--- config.mk ---
export PLATFORM = sky130hd
export DESIGN_NAME = pipe_adder_flat
export DESIGN_NICKNAME = d
export VERILOG_FILES = /design/src/rtl/pipe_adder_pkg.sv /design/src/rtl/pipe_adder_if.sv /design/src/rtl/pipe_adder_rca_chunk.sv /design/src/rtl/pipe_adder.sv /design/src/flat_wrapper.sv
export SDC_FILE = /design/constraint.sdc
export NUM_CORES = 1
export LEC_CHECK = 0
export ABC_AREA = 0
export CORE_MARGIN = 3
export CORE_UTILIZATION = 59
export CTS_CLUSTER_DIAMETER = 200
export CTS_CLUSTER_SIZE = 20
export DETAILED_ROUTE_END_ITERATION = 8
export HOLD_SLACK_MARGIN = 0.12
export MAX_ROUTING_LAYER = met4
export PLACE_DENSITY_LB_ADDON = 0.08
export SETUP_SLACK_MARGIN = 0.02
export SYNTH_ARGS = -nofsm -noshare
export SYNTH_HDL_FRONTEND = slang
export SYNTH_SLANG_ARGS = --single-unit
--- constraint.sdc ---
create_clock -name clk -period 7.5 [get_ports clk]
set_input_delay 2.25 -clock clk [delete_from_list [all_inputs] [get_ports clk]]
set_output_delay 2.25 -clock clk [all_outputs]
set_load 0.02 [all_outputs]
--- src/rtl/pipe_adder_pkg.sv ---
// Shared elaboration helpers for the pipelined adder/subtractor.
package pipe_adder_pkg;

    // Pipeline depth: one stage per CHUNK-bit slice of the operands.
    function automatic int stage_count(input int width, input int chunk);
        return width / chunk;
    endfunction

    // Legal configurations: CHUNK in 1..WIDTH and an exact divisor of WIDTH.
    function automatic bit chunk_ok(input int width, input int chunk);
        return (chunk >= 1) && (chunk <= width) && ((width % chunk) == 0);
    endfunction

endpackage

--- src/rtl/pipe_adder_if.sv ---
// Operand/result handshake bundle between producer, adder and consumer.
interface pipe_adder_if #(
    parameter int WIDTH = 32
);
    logic             in_valid;
    logic             in_ready;
    logic [WIDTH-1:0] a;
    logic [WIDTH-1:0] b;
    logic             cin;
    logic             sub;
    logic             out_valid;
    logic             out_ready;
    logic [WIDTH-1:0] sum;
    logic             cout;
    logic             ovf;

    // Producer/consumer side (drives operands, accepts results).
    modport master (
        output in_valid, a, b, cin, sub, out_ready,
        input  in_ready, out_valid, sum, cout, ovf
    );

    // Adder side.
    modport slave (
        input  in_valid, a, b, cin, sub, out_ready,
        output in_ready, out_valid, sum, cout, ovf
    );
endinterface

--- src/rtl/pipe_adder_rca_chunk.sv ---
// Combinational CHUNK-bit ripple-carry slice built from full-adder cells.
module rca_chunk #(
    parameter int CHUNK = 8
) (
    input  logic [CHUNK-1:0] a,
    input  logic [CHUNK-1:0] b,
    input  logic             ci,
    output logic [CHUNK-1:0] s,
    output logic             co,
    output logic             c_msb
);
    // c[i] is the carry into bit i; c[CHUNK] leaves the slice.
    logic [CHUNK:0] c;

    assign c[0] = ci;

    for (genvar i = 0; i < CHUNK; i++) begin : g_fa
        assign s[i]   = a[i] ^ b[i] ^ c[i];
        assign c[i+1] = (a[i] & b[i]) | (c[i] & (a[i] ^ b[i]));
    end

    assign co    = c[CHUNK];
    assign c_msb = c[CHUNK-1];
endmodule

--- src/rtl/pipe_adder.sv ---
// Pipelined ripple-carry adder/subtractor: one CHUNK-bit slice per stage,
// valid/ready on both sides, whole pipeline freezes on output back-pressure.
module pipe_adder
    import pipe_adder_pkg::*;
#(
    parameter int WIDTH = 32,
    parameter int CHUNK = 8
) (
    input  logic       clk,
    input  logic       rst,
    pipe_adder_if.slave io
);
    localparam int STAGES = stage_count(WIDTH, CHUNK);

    if (!chunk_ok(WIDTH, CHUNK)) begin : g_bad_cfg
        $fatal(1, "pipe_adder: WIDTH must be a multiple of CHUNK with 1 <= CHUNK <= WIDTH");
    end

    // Stage registers. Operands are kept shifted down so the next stage
    // always consumes the low CHUNK bits; the partial sum is filled from the
    // top so slice 0 lands at bit 0 after the final stage.
    logic [STAGES-1:0] vld_q, vld_d;
    logic [STAGES-1:0] c_q, c_d;
    logic [WIDTH-1:0]  a_q [STAGES];
    logic [WIDTH-1:0]  a_d [STAGES];
    logic [WIDTH-1:0]  b_q [STAGES];
    logic [WIDTH-1:0]  b_d [STAGES];
    logic [WIDTH-1:0]  s_q [STAGES];
    logic [WIDTH-1:0]  s_d [STAGES];
    logic              cm_q, cm_d;

    // Per-stage slice adder connections.
    logic [CHUNK-1:0]  ch_a  [STAGES];
    logic [CHUNK-1:0]  ch_b  [STAGES];
    logic [CHUNK-1:0]  ch_s  [STAGES];
    logic              ch_ci [STAGES];
    logic              ch_co [STAGES];
    logic              ch_cm [STAGES];

    logic [WIDTH-1:0]  b_eff;
    logic              c0;
    logic              adv;
    logic              accept;

    assign b_eff  = io.b ^ {WIDTH{io.sub}};
    assign c0     = io.sub ? 1'b1 : io.cin;
    assign adv    = !vld_q[STAGES-1] || io.out_ready;
    assign io.in_ready = adv && !rst;
    assign accept = io.in_valid && io.in_ready;

    for (genvar k = 0; k < STAGES; k++) begin : g_stage
        if (k == 0) begin : g_first
            assign ch_a[k]  = io.a[CHUNK-1:0];
            assign ch_b[k]  = b_eff[CHUNK-1:0];
            assign ch_ci[k] = c0;
        end else begin : g_next
            assign ch_a[k]  = a_q[k-1][CHUNK-1:0];
            assign ch_b[k]  = b_q[k-1][CHUNK-1:0];
            assign ch_ci[k] = c_q[k-1];
        end

        rca_chunk #(.CHUNK(CHUNK)) u_rca (
            .a     (ch_a[k]),
            .b     (ch_b[k]),
            .ci    (ch_ci[k]),
            .s     (ch_s[k]),
            .co    (ch_co[k]),
            .c_msb (ch_cm[k])
        );
    end

    // Next-state: hold everything while stalled, otherwise shift every stage
    // forward one slot (bubbles included).
    always_comb begin
        vld_d = vld_q;
        c_d   = c_q;
        a_d   = a_q;
        b_d   = b_q;
        s_d   = s_q;
        cm_d  = cm_q;
        if (adv) begin
            vld_d[0] = accept;
            a_d[0]   = io.a >> CHUNK;
            b_d[0]   = b_eff >> CHUNK;
            s_d[0]   = WIDTH'(ch_s[0]) << (WIDTH - CHUNK);
            c_d[0]   = ch_co[0];
            for (int k = 1; k < STAGES; k++) begin
                vld_d[k] = vld_q[k-1];
                a_d[k]   = a_q[k-1] >> CHUNK;
                b_d[k]   = b_q[k-1] >> CHUNK;
                s_d[k]   = (s_q[k-1] >> CHUNK) | (WIDTH'(ch_s[k]) << (WIDTH - CHUNK));
                c_d[k]   = ch_co[k];
            end
            cm_d = ch_cm[STAGES-1];
        end
    end

    // Stage registers; reset drops every in-flight beat and zeroes the outputs.
    always_ff @(posedge clk) begin
        if (rst) begin
            vld_q <= '0;
            c_q   <= '0;
            cm_q  <= 1'b0;
            for (int k = 0; k < STAGES; k++) begin
                a_q[k] <= '0;
                b_q[k] <= '0;
                s_q[k] <= '0;
            end
        end else begin
            vld_q <= vld_d;
            c_q   <= c_d;
            cm_q  <= cm_d;
            a_q   <= a_d;
            b_q   <= b_d;
            s_q   <= s_d;
        end
    end

    assign io.out_valid = vld_q[STAGES-1];
    assign io.sum       = s_q[STAGES-1];
    assign io.cout      = c_q[STAGES-1];
    assign io.ovf       = c_q[STAGES-1] ^ cm_q;
endmodule

--- src/flat_wrapper.sv ---
// flat-port wrapper written by rule: the top's interface ports become plain ports
module pipe_adder_flat import pipe_adder_pkg::*;
#(
    parameter int WIDTH = 32,
    parameter int CHUNK = 8
)
  (clk, rst, io_in_valid, io_a, io_b, io_cin, io_sub, io_out_ready, io_in_ready, io_out_valid, io_sum, io_cout, io_ovf);
  pipe_adder_if #(.WIDTH(WIDTH)) io_i ();
  input  logic clk;
  input  logic rst;
  input wire logic [$bits(io_i.in_valid)-1:0] io_in_valid;
  input wire logic [$bits(io_i.a)-1:0] io_a;
  input wire logic [$bits(io_i.b)-1:0] io_b;
  input wire logic [$bits(io_i.cin)-1:0] io_cin;
  input wire logic [$bits(io_i.sub)-1:0] io_sub;
  input wire logic [$bits(io_i.out_ready)-1:0] io_out_ready;
  output wire logic [$bits(io_i.in_ready)-1:0] io_in_ready;
  output wire logic [$bits(io_i.out_valid)-1:0] io_out_valid;
  output wire logic [$bits(io_i.sum)-1:0] io_sum;
  output wire logic [$bits(io_i.cout)-1:0] io_cout;
  output wire logic [$bits(io_i.ovf)-1:0] io_ovf;
  assign io_i.in_valid = io_in_valid;
  assign io_i.a = io_a;
  assign io_i.b = io_b;
  assign io_i.cin = io_cin;
  assign io_i.sub = io_sub;
  assign io_i.out_ready = io_out_ready;
  assign io_in_ready = io_i.in_ready;
  assign io_out_valid = io_i.out_valid;
  assign io_sum = io_i.sum;
  assign io_cout = io_i.cout;
  assign io_ovf = io_i.ovf;
  pipe_adder #(.WIDTH(WIDTH), .CHUNK(CHUNK)) u_core (.clk(clk), .rst(rst), .io(io_i));
endmodule
-- After elaboration in Yosys (flattened, before gate mapping)
Index checks and enable logic that the tools add are counted.
Widths: inputs -> output; s select.
- mux-type cells: 1
- bitwise gates (word level): 165
- reductions and logical operators: 5
- operators by type and width (cell ; number):
    $or 24x32->32 ; 3
    $xor 1x1->1 ; 65
    $and 1x1->1 ; 64
    $or 1x1->1 ; 32
    $xor 32x32->32 ; 1
    $logic_and 1x1->1 ; 2
    $logic_not 1->1 ; 2
    $logic_or 1x1->1 ; 1
    $mux 1 ; 1
- flip-flop bits (word level): 209

-- Depth between registers and ports, before layout
Gate-level depths: netlist of run 1.
- word-level depth: 18
- depth in mapped cells: 15

-- Modules after synthesis
A second synthesis of run 1 with hierarchy kept.
- cells, all modules: 922
- area, all modules: 7676.1 sq um
- modules (own cells, without submodules) (module ; times used ; cells each ; area an instance (sq um)):
    pipe_adder ; 1 ; 850 ; 6885.4
    rca_chunk ; 4 ; 18 ; 197.7

-- Worst setup path before layout of run 1
Ideal clock, no wire load.
- kind: input port to flip-flop
- start: input port io_sub
- end: register u_core.s_q[127] in the netlist's numbering
- data arrival time: 5.594 ns
- data required time: 7.368 ns
- setup slack: 1.774 ns
- cell stages on the path: 15
- buffers on the path: 2
- cell sequence: buf_4 > buf_4 > xor2_1 > fa_1 > fa_1 > inv_1 > fa_1 > fa_1 > fa_1 > fa_1 > fa_1 > inv_1 > fa_1 > nand2_1 > a21oi_1
- RTL lines (item ; RTL line ; text):
    start, declared ; flat_wrapper.sv:15 ; input wire logic [$bits(io_i.sub)-1:0] io_sub;
    end signal, assigned by index ; pipe_adder.sv:107 ; s_q[k] <= '0;
    end signal, assigned ; pipe_adder.sv:115 ; s_q <= s_d;
    end, declared ; pipe_adder.sv:28 ; logic [WIDTH-1:0] s_q [STAGES];

-- Worst setup path after layout of run 1
- start: input port io_out_ready
- end: output port io_in_ready
- word-level cells in the longest chain between the ends: 2
- ends and longest elaborated chain (item ; RTL line ; text):
    start, declared ; flat_wrapper.sv:16 ; input wire logic [$bits(io_i.out_ready)-1:0] io_out_ready;
    $logic_or 1x1->1 ; pipe_adder.sv:47 ; assign adv = !vld_q[STAGES-1] || io.out_ready;
    $logic_and 1x1->1 ; pipe_adder.sv:48 ; assign io.in_ready = adv && !rst;
    end, declared ; flat_wrapper.sv:17 ; output wire logic [$bits(io_i.in_ready)-1:0] io_in_ready;
Every way passes these cells.

==> metrics.txt, run 1 <==
final non-filler cell total=1,115; status=complete, no violations; clock latency at the later pin of the worst-skew pair=0.42 ns; final hold viol count=0; I/O Buffers=105; setup_tns=0 ns; utilization after layout=70.85%; actual slew at the worst max-slew pin=1.079 ns; Critical Path Fanout Max=2; crit end category=output pin; Starting Density=60.80%; FF+latch count, synth=185; number of diodes=0; Final setup violation count=0; post-route cell area=8977 um^2; placed cell area=8391 um^2; layout cells sized above 1=5.726%; Hold WS=0.4478 ns; fin crit period=5.962 ns; vias per cell=5.076; io pins=106; Syn Area/Cell=8.588 um^2; row count=41; Setup Buffers After CTS=0; Die H=120.3 um; clock skew=0.007976 ns; Hold Buf Count CTS=0; total power=2.183 mW; hold path start=u_core.io.sum[20]; Synth Instances=897; Tightest Hold Check Type=reg2reg; peak supply drop=0.1626 mV; Die Wd=120.3 um; post-route setup slack=1.538 ns; drt drc=0; GR Overflow Total=0; Post-DRT Antenna Nets=0; initial antenna violation count=0; Final Max Slew Viols=0; crit path kind=in2out; FMAX=0.1677 GHz; pwr dens=243.1 nW/um^2; Cells after DPL=1,083; reg2reg end=u_core.s_q[63]; Post-Syn Nets=999; Starting DRT DRC Count=400; MaxCap Viol Count=0; Arr. time, crit path=3.71 ns; CTS tree=done; R2R Setup Slk=3.33 ns; Core Footprint=12,670 um^2; clock buffer depth=2; routability cong.=0.8115; R2R cell count=12; Cell variety after synth=17; Total GRT Usage=22.20%; RSZ-0062 raised after global routing=no; Synth top area share=48.08%; startpoint class of the critical path=input pin; Pre-antenna DRT Iters=4; mapped cell area=7704 um^2; Root Driver=clkbuf_16; full die area=14,460 um^2; Hold Path Cell Cnt=2; vias in the first global route=5,482; Hold Path Sink=u_core.io.sum[20]; Reg clk slew, reported paths=0.06 ns; global-route wire length before repair=25,390 um; Area contributors post-synth=dfxtp_1, nand2_1, a21oi_1, fa_1, a211oi_1; slew margin rel.=28.04%; TritonCTS Sinks=185; nets@finish=1,032; post-DP HPWL=9930 um; largest net degree at the start of global routing=107; via count=5,660; fin crit share=79.50%; Static Leak=3.436 nW; post-synth top area cell=dfxtp_1; total wire length=14,900 um; WP data required=5.25 ns; sequential share of the synthesized area=48.08%; WL/cell=13.36 um; synth warn=0; post-CTS sizing=0; H-tree levels=4; area added between synthesis and finish=16.53%; pre-CTS worst setup slack=1.392 ns; reg2reg start=u_core.c_q[1]; TritonCTS buffer count=17
-- worst max-delay path: stages --
cell	delay [ns]
clkdlybuf4s50_1	0.48
and2b_4	0.20
nor2_1	0.15
clkdlybuf4s50_1	0.63
-- flip-flops by register name, indices dropped and copies added (netlist names) --
name and flops:
u_core.a_q 48, u_core.c_q 4, u_core.s_q 48, u_core.vld_q 4
u_core.cm_q 1, u_core.io.sum 32, u_core.b_q 48
-- metal layers --
layer | share of wire (%) | routed length, um | track usage (%) | vias to the layer above
met1 | 47 | 7052 | 29.38 | 2667
li1 | - | - | - | 2891
met4 | 1.2 | 176 | 6.941 | 0
met3 | 4.0 | 597 | 4.584 | 12
met2 | 47 | 7069 | 34.77 | 90
met5 | 0 | 0 | - | -
-- where the power goes --
group	switching [mW]	internal (mW)	leakage, nW
Combinational	0.112	0.110	1.64
Clock	0.374	0.500	0.275
Sequential	0.0370	1.05	1.52
Total	0.523	1.66	3.44
-- synthesized netlist by cell type (all sizes together) --
| library cell | count |
|---|---|
| nand2 | 292 |
| dfxtp | 185 |
| a21oi | 146 |
| buf | 79 |
| nor2 | 41 |
| a211oi | 38 |
| fa | 32 |
| inv | 29 |
| xnor2 | 27 |
| clkbuf | 19 |
| xor2 | 6 |
| and2b | 1 |
| nand2b | 1 |
| or2 | 1 |
-- layout make-up --
| cell class | count | area [um^2] |
|---|---|---|
| clock inverter | 14 | 147.6 |
| clock buffer | 18 | 439.2 |
| sequential | 185 | 3704 |
| fill | 1054 | 3694 |
| inverter | 29 | 108.9 |
| multi-input combinational | 585 | 3263 |
| tap | 172 | 215.2 |
| timing repair buffer | 112 | 1100 |
-- how the worst max path moves through the flow --
stage                            start               to  slack, ns  cells after the start
after floorplan                 io_sub  u_core.s_q[127]       1.77                     15
after global placement         io_b[0]  u_core.s_q[127]       1.49                     14
after detailed placement       io_b[0]  u_core.s_q[127]       1.39                     14
after CTS                 io_out_ready      io_in_ready       1.52                      4
after global routing      io_out_ready      io_in_ready       1.48                      4
final                     io_out_ready      io_in_ready       1.54                      4
-- placed cells by master (no fill, tap or decap), drive strengths merged --
cell type,count
a211oi,38
a21oi,146
and2b,1
buf,9
bufinv,2
clkbuf,18
clkdlybuf4s50,103
clkinv,5
clkinvlp,5
dfxtp,185
fa,32
inv,31
nand2,292
nand2b,1
nor2,41
or2,1
xnor2,27
xor2,6
-- logic make-up (layout without fill, tap and decap cells) --
kind of cell | Yosys count | count (layout) | synth area share [%]
AOI/OAI and AO/OA | 184 | 184 | 13.68
buffers and inverters | 127 | 173 | 9.599
xor gates and xnor gates | 33 | 33 | 3.752
adders and majority gates | 32 | 32 | 8.316
and+or+nand+nor | 336 | 336 | 16.58
DFF | 185 | 185 | 48.08
(Power assumes the default switching activity.)
==> run 2: changes to the inputs <==
Settings changed: CORE_UTILIZATION 59 to 55.
Clock period 7.5 ns to 5.75 ns, I/O delays scaled along.
==> metrics.txt, run 2 (synthesis gave the netlist of run 1 again) <==
status=complete, no violations; peak supply drop=0.2364 mV; I/O Buffers=105; Static Leak=3.468 nW; H-tree levels=4; Total GRT Usage=19.96%; Root Driver=clkbuf_16; Starting Density=57.26%; startpoint class of the critical path=input pin; Reg clk slew, reported paths=0.06 ns; Final Max Slew Viols=0; RSZ-0062 raised after global routing=no; post-CTS sizing=0; CTS tree=done; number of diodes=0; drt drc=0; post-DP HPWL=10,030 um; Largest regs=u_core.a_q x48, u_core.b_q x48, u_core.s_q x48; io pins=106; actual slew at the worst max-slew pin=0.8452 ns; Pre-antenna DRT Iters=5; TritonCTS buffer count=17; initial antenna violation count=0; clock buffer depth=2; Die H=124.4 um; vias per cell=5.029; Core Footprint=13,450 um^2; Die Wd=124.4 um; nets@finish=1,033; Post-DRT Antenna Nets=0; setup_tns=0 ns; MaxCap Viol Count=0; R2R Setup Slk=1.61 ns; commonest non-fill, non-tap cell in the layout=nand2_1; layout cells sized above 1=5.403%; area added between synthesis and finish=17.28%; utilization after layout=67.16%; row count=42; via count=5,632; Final setup violation count=0; Setup Buffers After CTS=0; post-route setup slack=0.5922 ns; placed cell area=8416 um^2; pre-CTS worst setup slack=0.1901 ns; FMAX=0.1939 GHz; WL/cell=13.36 um; final hold viol count=0; most frequent cells in the layout=nand2_1, dfxtp_1, a21oi_1, clkdlybuf4s50_1, nor2_1; post-route cell area=9035 um^2; clock skew=0.007303 ns; full die area=15,460 um^2; area of the multi-input gates=3263 um^2; fin crit period=5.158 ns; routability cong.=0.7797; TritonCTS Sinks=185; pwr dens=322.0 nW/um^2; total wire length=14,970 um; crit end category=flop; Fillers=1,149; largest net degree at the start of global routing=87; slew margin rel.=43.65%; FF+latch area=3704 um^2; crit path kind=in2reg; Hold Buf Count CTS=0; final non-filler cell total=1,120; clock latency at the later pin of the worst-skew pair=0.42 ns; WP data required=6.02 ns; Starting DRT DRC Count=352; fin crit share=89.70%; vias in the first global route=5,334; Tightest Hold Check Type=reg2reg; Arr. time, crit path=5.42 ns; GR Overflow Total=0; Critical Path Fanout Max=1; Cells after DPL=1,088; global-route wire length before repair=25,280 um
[run 2: changes by cell type in the layout (fill, tap and decap cells not counted), sizes merged]
| cell | previous run | this run |
|---|---|---|
| inv | 31 | 29 |
| bufinv | 2 | 3 |
| clkbuf | 18 | 26 |
| clkinv | 5 | 1 |
| clkinvlp | 5 | 2 |
| buf | 9 | 10 |
[run 2: area by class of cell]
type | count | area share (%)
well taps | 176 | 2.437
repair buffers | 113 | 12.39
clock buffers | 26 | 5.636
inverters | 29 | 1.205
clock inverters | 6 | 1.219
flip-flops and latches | 185 | 40.99
multi-input cells | 585 | 36.12
[run 2: critical path, cell delays in order]
cell and delay (ns):
clkdlybuf4s50_1 0.47, xor2_1 0.19, fa_1 0.22, fa_1 0.17, inv_1 0.06, fa_1 0.38
fa_1 0.41, fa_1 0.41, fa_1 0.40, fa_1 0.37, inv_1 0.08, fa_1 0.41
nand2_1 0.07, a21oi_1 0.06
[run 2: per-layer routing]
| metal | share of wire (%) | GRT usage, % | vias up |
|---|---|---|---|
| met4 | 1.8 | 6.447 | 0 |
| met5 | 0 | - | - |
| li1 | - | - | 2893 |
| met2 | 45 | 29.52 | 131 |
| met1 | 48 | 27.79 | 2585 |
| met3 | 4.8 | 3.902 | 23 |
[run 2: path summary, 6_finish.rpt]
kind                     from  cells past startpoint          endpoint
min          u_core.io.sum[3]                      2  u_core.io.sum[3]
min reg2reg  u_core.io.sum[3]                      2  u_core.io.sum[3]
max reg2reg     u_core.c_q[1]                     12    u_core.s_q[63]
max                   io_b[0]                     14   u_core.s_q[127]
[run 2: per-stage QoR]
step | power [mW] | hold slack (ns)
2_1_floorplan | 1.624 | 0.4319
5_1_grt | 3.022 | 0.4579
4_1_cts | 2.927 | 0.4518
3_5_place_dp | 1.732 | 0.4433
6_report | 2.909 | 0.4488
3_3_place_gp | 1.723 | 0.4374
[run 2: power breakdown]
part / internal (mW) / switching [mW] / total, mW
Sequential: 1.37 / 0.0486 / 1.42
Clock: 0.743 / 0.461 / 1.20
Combinational: 0.143 / 0.145 / 0.288
